### config.mk
export PLATFORM = sky130hd
export DESIGN_NAME = sd_spi_responder
export DESIGN_NICKNAME = d
export VERILOG_FILES = /design/src/rtl/sd_spi_responder.sv
export SDC_FILE = /design/constraint.sdc
export NUM_CORES = 1
export LEC_CHECK = 0
export ABC_AREA = 1
export CAP_MARGIN = 20
export CORE_MARGIN = 3
export CORE_UTILIZATION = 45
export CTS_BUF_LIST = sky130_fd_sc_hd__clkbuf_4 sky130_fd_sc_hd__clkbuf_8
export DETAILED_ROUTE_END_ITERATION = 8
export PLACE_DENSITY = 0.7
export SYNTH_ARGS = -nofsm -noshare
export SYNTH_HDL_FRONTEND = slang
export SYNTH_SLANG_ARGS = --single-unit
export TNS_END_PERCENT = 30
### constraint.sdc
create_clock -name clk -period 1.95 [get_ports clk]
set_input_delay 0.2925 -clock clk [delete_from_list [all_inputs] [get_ports clk]]
set_output_delay 0.2925 -clock clk [all_outputs]
set_load 0.01 [all_outputs]
### src/rtl/sd_spi_responder.sv
// SPI-mode SD card emulator: decodes SD commands, answers R1/R3/R7
// and serves single 512-byte block reads/writes over a byte memory port.
module sd_spi_responder #(
  parameter int ADDR_W            = 20,
  parameter int INIT_ACMD41_COUNT = 2,
  parameter int NAC_BYTES         = 2,
  parameter int BUSY_BYTES        = 4
) (
  input  logic              clk,
  input  logic              rst,
  input  logic              cs,
  input  logic              sclk,
  input  logic              mosi,
  output logic              miso,
  output logic [ADDR_W-1:0] mem_addr,
  input  logic [7:0]        mem_rd_data,
  output logic [7:0]        mem_wr_data,
  output logic              mem_we,
  output logic [5:0]        last_cmd,
  output logic              idle_o
);

  localparam logic [2:0] S_RX_CMD  = 3'd0;
  localparam logic [2:0] S_RESP    = 3'd1;
  localparam logic [2:0] S_RD      = 3'd2;
  localparam logic [2:0] S_WR_TOK  = 3'd3;
  localparam logic [2:0] S_WR_DATA = 3'd4;
  localparam logic [2:0] S_WR_RESP = 3'd5;

  localparam logic [15:0] RD_TOK  = 16'(NAC_BYTES);
  localparam logic [15:0] RD_DEND = 16'(NAC_BYTES + 513);
  localparam logic [15:0] RD_END  = 16'(NAC_BYTES + 514);
  localparam logic [15:0] WR_BUSY = 16'(BUSY_BYTES);
  localparam logic [7:0]  ACMD_N  = 8'(INIT_ACMD41_COUNT);

  logic cs_m_q, cs_s_q;
  logic sclk_m_q, sclk_s_q, sclk_p_q;
  logic mosi_m_q, mosi_s_q;

  logic [2:0]        state_q, state_d, nxt_q, nxt_d;
  logic [15:0]       cnt_q, cnt_d;
  logic [2:0]        bit_q, bit_d;
  logic [6:0]        rx_q, rx_d;
  logic [7:0]        tx_q, tx_d;
  logic [2:0]        ccnt_q, ccnt_d;
  logic [5:0]        cmd_q, cmd_d;
  logic [31:0]       arg_q, arg_d;
  logic [47:0]       resp_q, resp_d;
  logic [2:0]        rlast_q, rlast_d;
  logic              app_q, app_d;
  logic              idle_q, idle_d;
  logic [7:0]        acnt_q, acnt_d;
  logic [5:0]        last_q, last_d;
  logic [ADDR_W-1:0] addr_q, addr_d;
  logic [7:0]        wdat_q, wdat_d;
  logic              we_q, we_d;

  logic        rise, fall, rx_done;
  logic [7:0]  rx_byte, acnt_inc;
  logic        dec_idle, dec_ill;
  logic [31:0] dec_tail;
  logic        unused_arg;

  assign rise     = ~cs_s_q & sclk_s_q & ~sclk_p_q;
  assign fall     = ~cs_s_q & ~sclk_s_q & sclk_p_q;
  assign rx_byte  = {rx_q, mosi_s_q};
  assign rx_done  = rise & (bit_q == 3'd7);
  assign acnt_inc = acnt_q + 8'd1;
  assign unused_arg = ^arg_q;

  assign miso        = tx_q[7];
  assign mem_addr    = addr_q;
  assign mem_wr_data = wdat_q;
  assign mem_we      = we_q;
  assign last_cmd    = last_q;
  assign idle_o      = idle_q;

  always_ff @(posedge clk) begin
    if (rst) begin
      cs_m_q   <= 1'b1;
      cs_s_q   <= 1'b1;
      sclk_m_q <= 1'b0;
      sclk_s_q <= 1'b0;
      sclk_p_q <= 1'b0;
      mosi_m_q <= 1'b1;
      mosi_s_q <= 1'b1;
    end else begin
      cs_m_q   <= cs;
      cs_s_q   <= cs_m_q;
      sclk_m_q <= sclk;
      sclk_s_q <= sclk_m_q;
      sclk_p_q <= sclk_s_q;
      mosi_m_q <= mosi;
      mosi_s_q <= mosi_m_q;
    end
  end

  always_comb begin
    state_d  = state_q;
    nxt_d    = nxt_q;
    cnt_d    = cnt_q;
    bit_d    = bit_q;
    rx_d     = rx_q;
    tx_d     = tx_q;
    ccnt_d   = ccnt_q;
    cmd_d    = cmd_q;
    arg_d    = arg_q;
    resp_d   = resp_q;
    rlast_d  = rlast_q;
    app_d    = app_q;
    idle_d   = idle_q;
    acnt_d   = acnt_q;
    last_d   = last_q;
    addr_d   = addr_q;
    wdat_d   = wdat_q;
    we_d     = 1'b0;
    dec_idle = idle_q;
    dec_ill  = 1'b0;
    dec_tail = 32'h0;
    // Step the write address once the strobe for the current byte is out
    if (we_q) addr_d[8:0] = addr_q[8:0] + 9'd1;
    if (cs_s_q) begin
      state_d = S_RX_CMD;
      bit_d   = 3'd0;
      ccnt_d  = 3'd0;
      tx_d    = 8'hFF;
    end else begin
      if (rise) begin
        bit_d = bit_q + 3'd1;
        rx_d  = rx_byte[6:0];
      end
      if (rx_done) begin
        unique case (state_q)
          S_RX_CMD: begin
            if (ccnt_q == 3'd0) begin
              if (rx_byte[7:6] == 2'b01) begin
                cmd_d  = rx_byte[5:0];
                ccnt_d = 3'd1;
              end
            end else if (ccnt_q != 3'd5) begin
              arg_d  = {arg_q[23:0], rx_byte};
              ccnt_d = ccnt_q + 3'd1;
            end else begin
              ccnt_d  = 3'd0;
              last_d  = cmd_q;
              app_d   = 1'b0;
              rlast_d = 3'd1;
              nxt_d   = S_RX_CMD;
              unique case (cmd_q)
                6'd0: begin
                  dec_idle = 1'b1;
                  acnt_d   = 8'd0;
                end
                6'd8: begin
                  dec_tail = {24'h000001, arg_q[7:0]};
                  rlast_d  = 3'd5;
                end
                6'd55: app_d = 1'b1;
                6'd41: begin
                  if (app_q) begin
                    if (acnt_q != 8'hFF) acnt_d = acnt_inc;
                    if (acnt_inc >= ACMD_N) dec_idle = 1'b0;
                  end else begin
                    dec_ill = 1'b1;
                  end
                end
                6'd58: begin
                  dec_tail = 32'hC0FF8000;
                  rlast_d  = 3'd5;
                end
                6'd16: ;
                6'd17, 6'd24: begin
                  if (idle_q) begin
                    dec_ill = 1'b1;
                  end else begin
                    nxt_d  = (cmd_q == 6'd17) ? S_RD : S_WR_TOK;
                    addr_d = {arg_q[ADDR_W-10:0], 9'd0};
                  end
                end
                default: dec_ill = 1'b1;
              endcase
              idle_d  = dec_idle;
              resp_d  = {8'hFF, 5'b0, dec_ill, 1'b0, dec_idle, dec_tail};
              state_d = S_RESP;
              cnt_d   = 16'd0;
            end
          end
          S_WR_TOK: begin
            if (rx_byte == 8'hFE) begin
              state_d = S_WR_DATA;
              cnt_d   = 16'd0;
            end
          end
          S_WR_DATA: begin
            if (cnt_q < 16'd512) begin
              we_d   = 1'b1;
              wdat_d = rx_byte;
            end
            cnt_d = cnt_q + 16'd1;
            if (cnt_q == 16'd513) begin
              state_d = S_WR_RESP;
              cnt_d   = 16'd0;
            end
          end
          default: ;
        endcase
      end
      // Byte boundary: the falling edge after bit 0 loads the next byte
      if (fall) begin
        if (bit_q == 3'd0) begin
          tx_d = 8'hFF;
          unique case (state_q)
            S_RESP: begin
              tx_d   = resp_q[47:40];
              resp_d = resp_q << 8;
              cnt_d  = cnt_q + 16'd1;
              if (cnt_q[2:0] == rlast_q) begin
                state_d = nxt_q;
                cnt_d   = 16'd0;
              end
            end
            S_RD: begin
              if (cnt_q == RD_TOK) begin
                tx_d = 8'hFE;
              end else if (cnt_q > RD_TOK && cnt_q < RD_DEND) begin
                tx_d        = mem_rd_data;
                addr_d[8:0] = addr_q[8:0] + 9'd1;
              end
              cnt_d = cnt_q + 16'd1;
              if (cnt_q == RD_END) state_d = S_RX_CMD;
            end
            S_WR_RESP: begin
              tx_d  = (cnt_q == 16'd0) ? 8'h05 : 8'h00;
              cnt_d = cnt_q + 16'd1;
              if (cnt_q == WR_BUSY) state_d = S_RX_CMD;
            end
            default: ;
          endcase
        end else begin
          tx_d = {tx_q[6:0], 1'b1};
        end
      end
    end
  end

  always_ff @(posedge clk) begin
    if (rst) begin
      state_q <= S_RX_CMD;
      nxt_q   <= S_RX_CMD;
      cnt_q   <= 16'd0;
      bit_q   <= 3'd0;
      rx_q    <= 7'd0;
      tx_q    <= 8'hFF;
      ccnt_q  <= 3'd0;
      cmd_q   <= 6'd0;
      arg_q   <= 32'd0;
      resp_q  <= 48'd0;
      rlast_q <= 3'd1;
      app_q   <= 1'b0;
      idle_q  <= 1'b1;
      acnt_q  <= 8'd0;
      last_q  <= 6'd0;
      addr_q  <= '0;
      wdat_q  <= 8'd0;
      we_q    <= 1'b0;
    end else begin
      state_q <= state_d;
      nxt_q   <= nxt_d;
      cnt_q   <= cnt_d;
      bit_q   <= bit_d;
      rx_q    <= rx_d;
      tx_q    <= tx_d;
      ccnt_q  <= ccnt_d;
      cmd_q   <= cmd_d;
      arg_q   <= arg_d;
      resp_q  <= resp_d;
      rlast_q <= rlast_d;
      app_q   <= app_d;
      idle_q  <= idle_d;
      acnt_q  <= acnt_d;
      last_q  <= last_d;
      addr_q  <= addr_d;
      wdat_q  <= wdat_d;
      we_q    <= we_d;
    end
  end

endmodule

---- Yosys cells after proc, flatten, opt, wreduce, memory -nomap -nowiden ----
Cells that the tools add are included.
word-level totals
  register bits ........................... 163
  bits of input ports ..................... 13
  logic and storage cells ................. 160
  output and inout bits ................... 37
operators by class
  bitwise operators ....................... 13
  multiplexer cells ....................... 66
  reduce and logical (&&, ||, !) cells .... 21
  add/subtract/negate cells ............... 5
  eq/ne operators ......................... 25
  $lt $le $gt $ge ......................... 4
operators by type and width
  cell                     count
  $mux W48                 7
  $mux W16                 8
  $mux W9                  13
  $pmux W32 S2             1
  $pmux W16 S3             1
  $mux W3                  15
  $mux W8                  5
  $eq A16 B10 Y1 const B   2
  $lt A16 B10 Y1 const B   2
  $pmux W16 S2             1
  $pmux W8 S3              1
  $eq A6 B5 Y1 const B     3
  $eq A6 B6 Y1 const B     3
  $pmux W3 S3              2
  $add A16 B1 Y16 const B  1
  $eq A16 B2 Y1 const B    1
  $eq A16 B3 Y1 const B    1
  $gt A16 B2 Y1 const B    1
  $logic_not A16 Y1        1
  $pmux W8 S2              1
  $reduce_and A5 Y1        3
  $add A9 B1 Y9 const B    1
  $eq A3 B3 Y1 const B     3
  $logic_not A3 Y1         3
  other kinds (30)         54

---- Logic depth before layout (Yosys ltp) ----
  depth after elaboration ................. 14
  gate-level depth with buffers ........... 15
  depth with buffers taken out ............ 15

---- Least setup slack after synthesis ----
No wires, ideal clock.
  path kind ............................... register -> register
  start ................................... register bit_q[0]
  end ..................................... register resp_q[22]
  setup slack ............................. 0.226 ns
  required time ........................... 1.847 ns
  data arrival time ....................... 1.621 ns
  period minus slack after synthesis ...... 1.724 ns
  setup time .............................. 0.103 ns
  path buffers ............................ 2
  cell stages (with the launch flop) ...... 11
  cell sequence ........................... dfxtp_1 -> inv_1 -> ha_1 -> nand2_1 -> nor2_4 -> nand2_1 -> buf_4 -> nand2_2 -> buf_6 -> nand2_1 -> a2111oi_2
between the ends
  cells in the longest elaborated chain, start to end .. 6
  elaborated cells on any way between the ends .. 7
RTL lines
  what                    RTL line  text
  from (decl)             42        logic [2:0] bit_q, bit_d;
  from (signal assigned)  270       bit_q <= bit_d;
  $eq A3 B3 Y1            67        assign rx_done = rise & (bit_q == 3'd7);
  $and A1 B1 Y1           67
  $mux W48                132       if (rx_done) begin
  $mux W48                212       unique case (state_q)
  $mux W48                210       if (bit_q == 3'd0) begin
  $mux W48 (*)            209       if (fall) begin
  to (signal assigned)    276       resp_q <= resp_d;
  to (decl)               48        logic [47:0] resp_q, resp_d;
Mark *: on every way between the ends. The rest lies on a longest branch, timed or not.
A chain may end at the register's enable or synchronous reset.

---- Final worst setup path ----
  start ................................... register cnt_q[6]
  end ..................................... register tx_q[2]
between the ends
  cells in the longest elaborated chain, start to end .. 6
  elaborated cells on any way between the ends .. 10
RTL lines
  what                                                    RTL line  text
  from (decl)                                             41        logic [15:0] cnt_q, cnt_d;
  from (signal assigned)                                  269       cnt_q <= cnt_d;
  $gt A16 B2 Y1 / $lt A16 B10 Y1 (equally long branches)  225       end else if (cnt_q > RD_TOK && cnt_q < RD_DEND) begin
  $logic_and A1 B1 Y1                                     225
  $mux W8                                                 225
  $mux W8                                                 223       if (cnt_q == RD_TOK) begin
  $pmux W8 S3 (*)                                         212
  $mux W8 (*)                                             210
  to (signal assigned)                                    272       tx_q <= tx_d;
  to (decl)                                               44        logic [7:0] tx_q, tx_d;
Marks and branches as above.

==> impl_metrics.env <==
export IMPL_status="finished, final reports clean"
export IMPL_hold_buffers=0
export IMPL_synth_edf_count=0
export IMPL_crit_top_cell="nand2_1"
export IMPL_cpPeakStageDelay_ns=0.36
export IMPL_critical_path_class="reg2reg"
export IMPL_synthTopCellsByArea="dfxtp_1 44%, a21oi_1 8.3%, nand2_1 7.7%"
export IMPL_slew_headroom_pct=65.0
export IMPL_synth_net_count=988
export IMPL_dp_hpwl_um=12200
export IMPL_cts_max_level=4
export IMPL_fmax_ghz=0.542
export IMPL_viasPerCell=5.15
export IMPL_cap_violations=0
export IMPL_hold_start="rst"
export IMPL_drive_above_1_share_pct=13.7
export IMPL_r2r_slack_ns=0.10
export IMPL_syn2layout_area_growth_pct=20.5
export IMPL_overflow=0
export IMPL_num_vias=6511
export IMPL_nNetsFinal=1062
export IMPL_yosys_most_used_dff="dfxtp_1"
export IMPL_wl_met1_um=8170
export IMPL_initial_core_util_pct=47.0
export IMPL_gp_congestion=0.856
export IMPL_grt_first_pass_wirelength_um=28800
export IMPL_first_iter_violations=444
export IMPL_drt_total_wl_um=17300
export IMPL_worst_path_buf_inv=0
export IMPL_die_y_um=133
export IMPL_grt_max_degree=67
export IMPL_r2r_cells=8
export IMPL_synth_warnings=0
export IMPL_grt_pass1_vias=6020
export IMPL_synth_seq_cells=160
export IMPL_cts_root_buf="clkbuf_8"
export IMPL_dieArea_sq_mm=0.0178
export IMPL_die_x_um=133
export IMPL_avgSynthCellArea_sq_um=7.56
export IMPL_wl_per_cell_um=13.7
export IMPL_arrival_ns=2.21
export IMPL_core_area_sq_mm=0.0155
export IMPL_final_max_slew_viol_count=0
export IMPL_cts_made_buffers=17
export IMPL_holdPathStages=4
export IMPL_syn_inst=966
export IMPL_required_ns=2.31
export IMPL_n_antenna_cell=0
export IMPL_rows=45
export IMPL_grt_util_all_layers_pct=19.4
export IMPL_synth_most_common_cell="dfxtp_1"
export IMPL_synth_cell_types=51
export IMPL_drtPass1Iterations=5
export IMPL_path_max_fanout=9
export IMPL_synth_area_sq_mm=0.00730
export IMPL_worst_clock_skew_ns=0.0134
export IMPL_hold_ws_ns=0.287
export IMPL_crit_chain="nor2_1 > nand4_1 > o21ai_1 > nand3_2 > o21ai_0 > nand3b_1 > nand2_1 > nand2_1"
export IMPL_startpoint_type="register"
export IMPL_yosysTopAreaCell="dfxtp_1"
export IMPL_drtAntennaViolNets=0
export IMPL_period_share_pct=94.7
export IMPL_nFillCells=1454
export IMPL_route_met3_wl_um=684
export IMPL_synth_top_area_share_pct=43.9
export IMPL_r2r_end="tx_q[2]"
export IMPL_hold_path_class="in2reg"
export IMPL_hold_path_end="cnt_q[3]"
export IMPL_cts_tree="yes"
export IMPL_cp_slowest_cell="dfxtp_1"
export IMPL_path_delay_family="simple AND/OR/NAND/NOR gates"
export IMPL_r2r_start="cnt_q[6]"
export IMPL_tightestPinTransition_ns=0.524
export IMPL_routed_top_layer="met4"
export IMPL_pin_count=50
export IMPL_period_needed_ns=1.85
export IMPL_io_buffers=49
export IMPL_clk_pin_slew_worst_paths_ns=0.09
export IMPL_p_leak_uw=0.00352
export IMPL_ir_drop_v=0.000579
export IMPL_cts_sinks=160
export IMPL_cts_buffer_depth=2
export IMPL_ys_seq_area_share_pct=43.9
export IMPL_yosys_top_cells_count="160 x dfxtp_1, 150 x nand2_1, 122 x inv_1"
export IMPL_antenna_found_initial=0
export IMPL_clock_latency_ns=0.47
export IMPL_power_density_mw_per_mm2=683
export IMPL_finalSetupViolations=0
export IMPL_synthArstFlopShare_pct=0
export IMPL_drc_errors=0
export IMPL_hold_viol=0
export IMPL_endpoint_kind="register"
export IMPL_utilization_pct=56.7
export IMPL_rsz0062_at_grt="true"
export IMPL_route_met2_wl_um=8230
==> placed cells by master, fill, tap and decap left out, types with 13 or more instances in the layout <==
cell type / netlist / layout
clkdlybuf4s50_1: 0 / 48
o21ai_0: 85 / 85
xor2_1: 15 / 15
nor2_1: 88 / 85
a211oi_1: 13 / 13
clkbuf_8: 0 / 18
dfxtp_1: 160 / 155
nand2_1: 150 / 148
buf_4: 8 / 40
nand3_1: 50 / 48
a21oi_1: 121 / 118
inv_1: 122 / 118
==> cell type report <==
| type | instances | area (sq um) | share of cell area [%] |
|---|---|---|---|
| Clock buffer | 18 | 248 | 2.81 |
| Tap cell | 211 | 264 | 3.00 |
| Sequential cell | 160 | 3210 | 36.5 |
| Clock inverter | 14 | 169 | 1.92 |
| Multi-Input combinational cell | 640 | 3550 | 40.3 |
| Inverter | 127 | 482 | 5.47 |
| Timing Repair Buffer | 94 | 877 | 9.96 |
==> metrics by stage <==
stage	setup WS, ns	power, uW	TNS, ns	cell area [sq um]	instances
5_1_grt	-0.0316	6230	-0.0779	8800	1264
3_5_place_dp	0.0513	3510	0	8210	1228
2_1_floorplan	0.226	3450	0	7300	966
6_report	0.104	6020	0	8800	1264
4_1_cts	0.0210	6070	0	8630	1260
3_3_place_gp	0.0832	3510	0	8210	1228
==> cells by family (layout without fill, tap and decap cells) <==
kind of cell    after synthesis  count (layout)  share of synthesized area, %
compound gates              264             265                          20.8
fa+ha+maj                     9               9                          1.54
simple gates                348             348                          22.2
xor+xnor                     18              18                          2.16
buf+inv                     167             253                          9.40
flops                       160             160                          43.9
==> what timing repair did <==
item,in CTS,in global routing
buffers inserted,0,3
hold endpoints to repair,0,0
endpoints found under the setup margin,0,81
gates resized for setup,0,41
==> worst max-delay path by stage <==
stage             start         end  cells after the start
4_1_cts        cnt_q[1]   cnt_q[12]                     11
5_1_grt        cnt_q[6]     tx_q[0]                      8
3_3_place_gp   cnt_q[0]   cnt_q[12]                     11
3_5_place_dp   cnt_q[1]   cnt_q[12]                     11
2_1_floorplan  bit_q[0]  resp_q[22]                     10
6_report       cnt_q[6]     tx_q[2]                      8
==> sequential cells by signal, summed over array words and instances, names as in the netlist, 2 cells and up <==
| register | flops |
|---|---|
| arg_q | 11 |
| tx_q | 8 |
| bit_q | 3 |
| mem_addr | 20 |
| acnt_q | 8 |
| ccnt_q | 3 |
| resp_q | 48 |
| mem_wr_data | 8 |
| rx_q | 7 |
| nxt_q | 2 |
| cmd_q | 6 |
| state_q | 3 |
| cnt_q | 16 |
| last_cmd | 6 |
==> where the power goes <==
part / internal, uW / switching, uW
Combinational: 57.0 / 94.3
Clock: 1220 / 1360
Sequential: 3270 / 12.0
==> per-layer routing <==
metal	vias up	global-route usage (%)
met1	3001	26.7
met5	-	0
met3	14	3.51
met2	120	31.3
met4	0	5.66
li1	3376	-
==> worst register-to-register path, stage by stage, from the launching register on <==
cell and delay [ns]:
dfxtp_1 0.36, nor2_1 0.18, nand4_1 0.19, o21ai_1 0.35, nand3_2 0.22, o21ai_0 0.24
nand3b_1 0.10, nand2_1 0.06, nand2_1 0.04
Note: power is estimated with default switching activity, not from simulation.
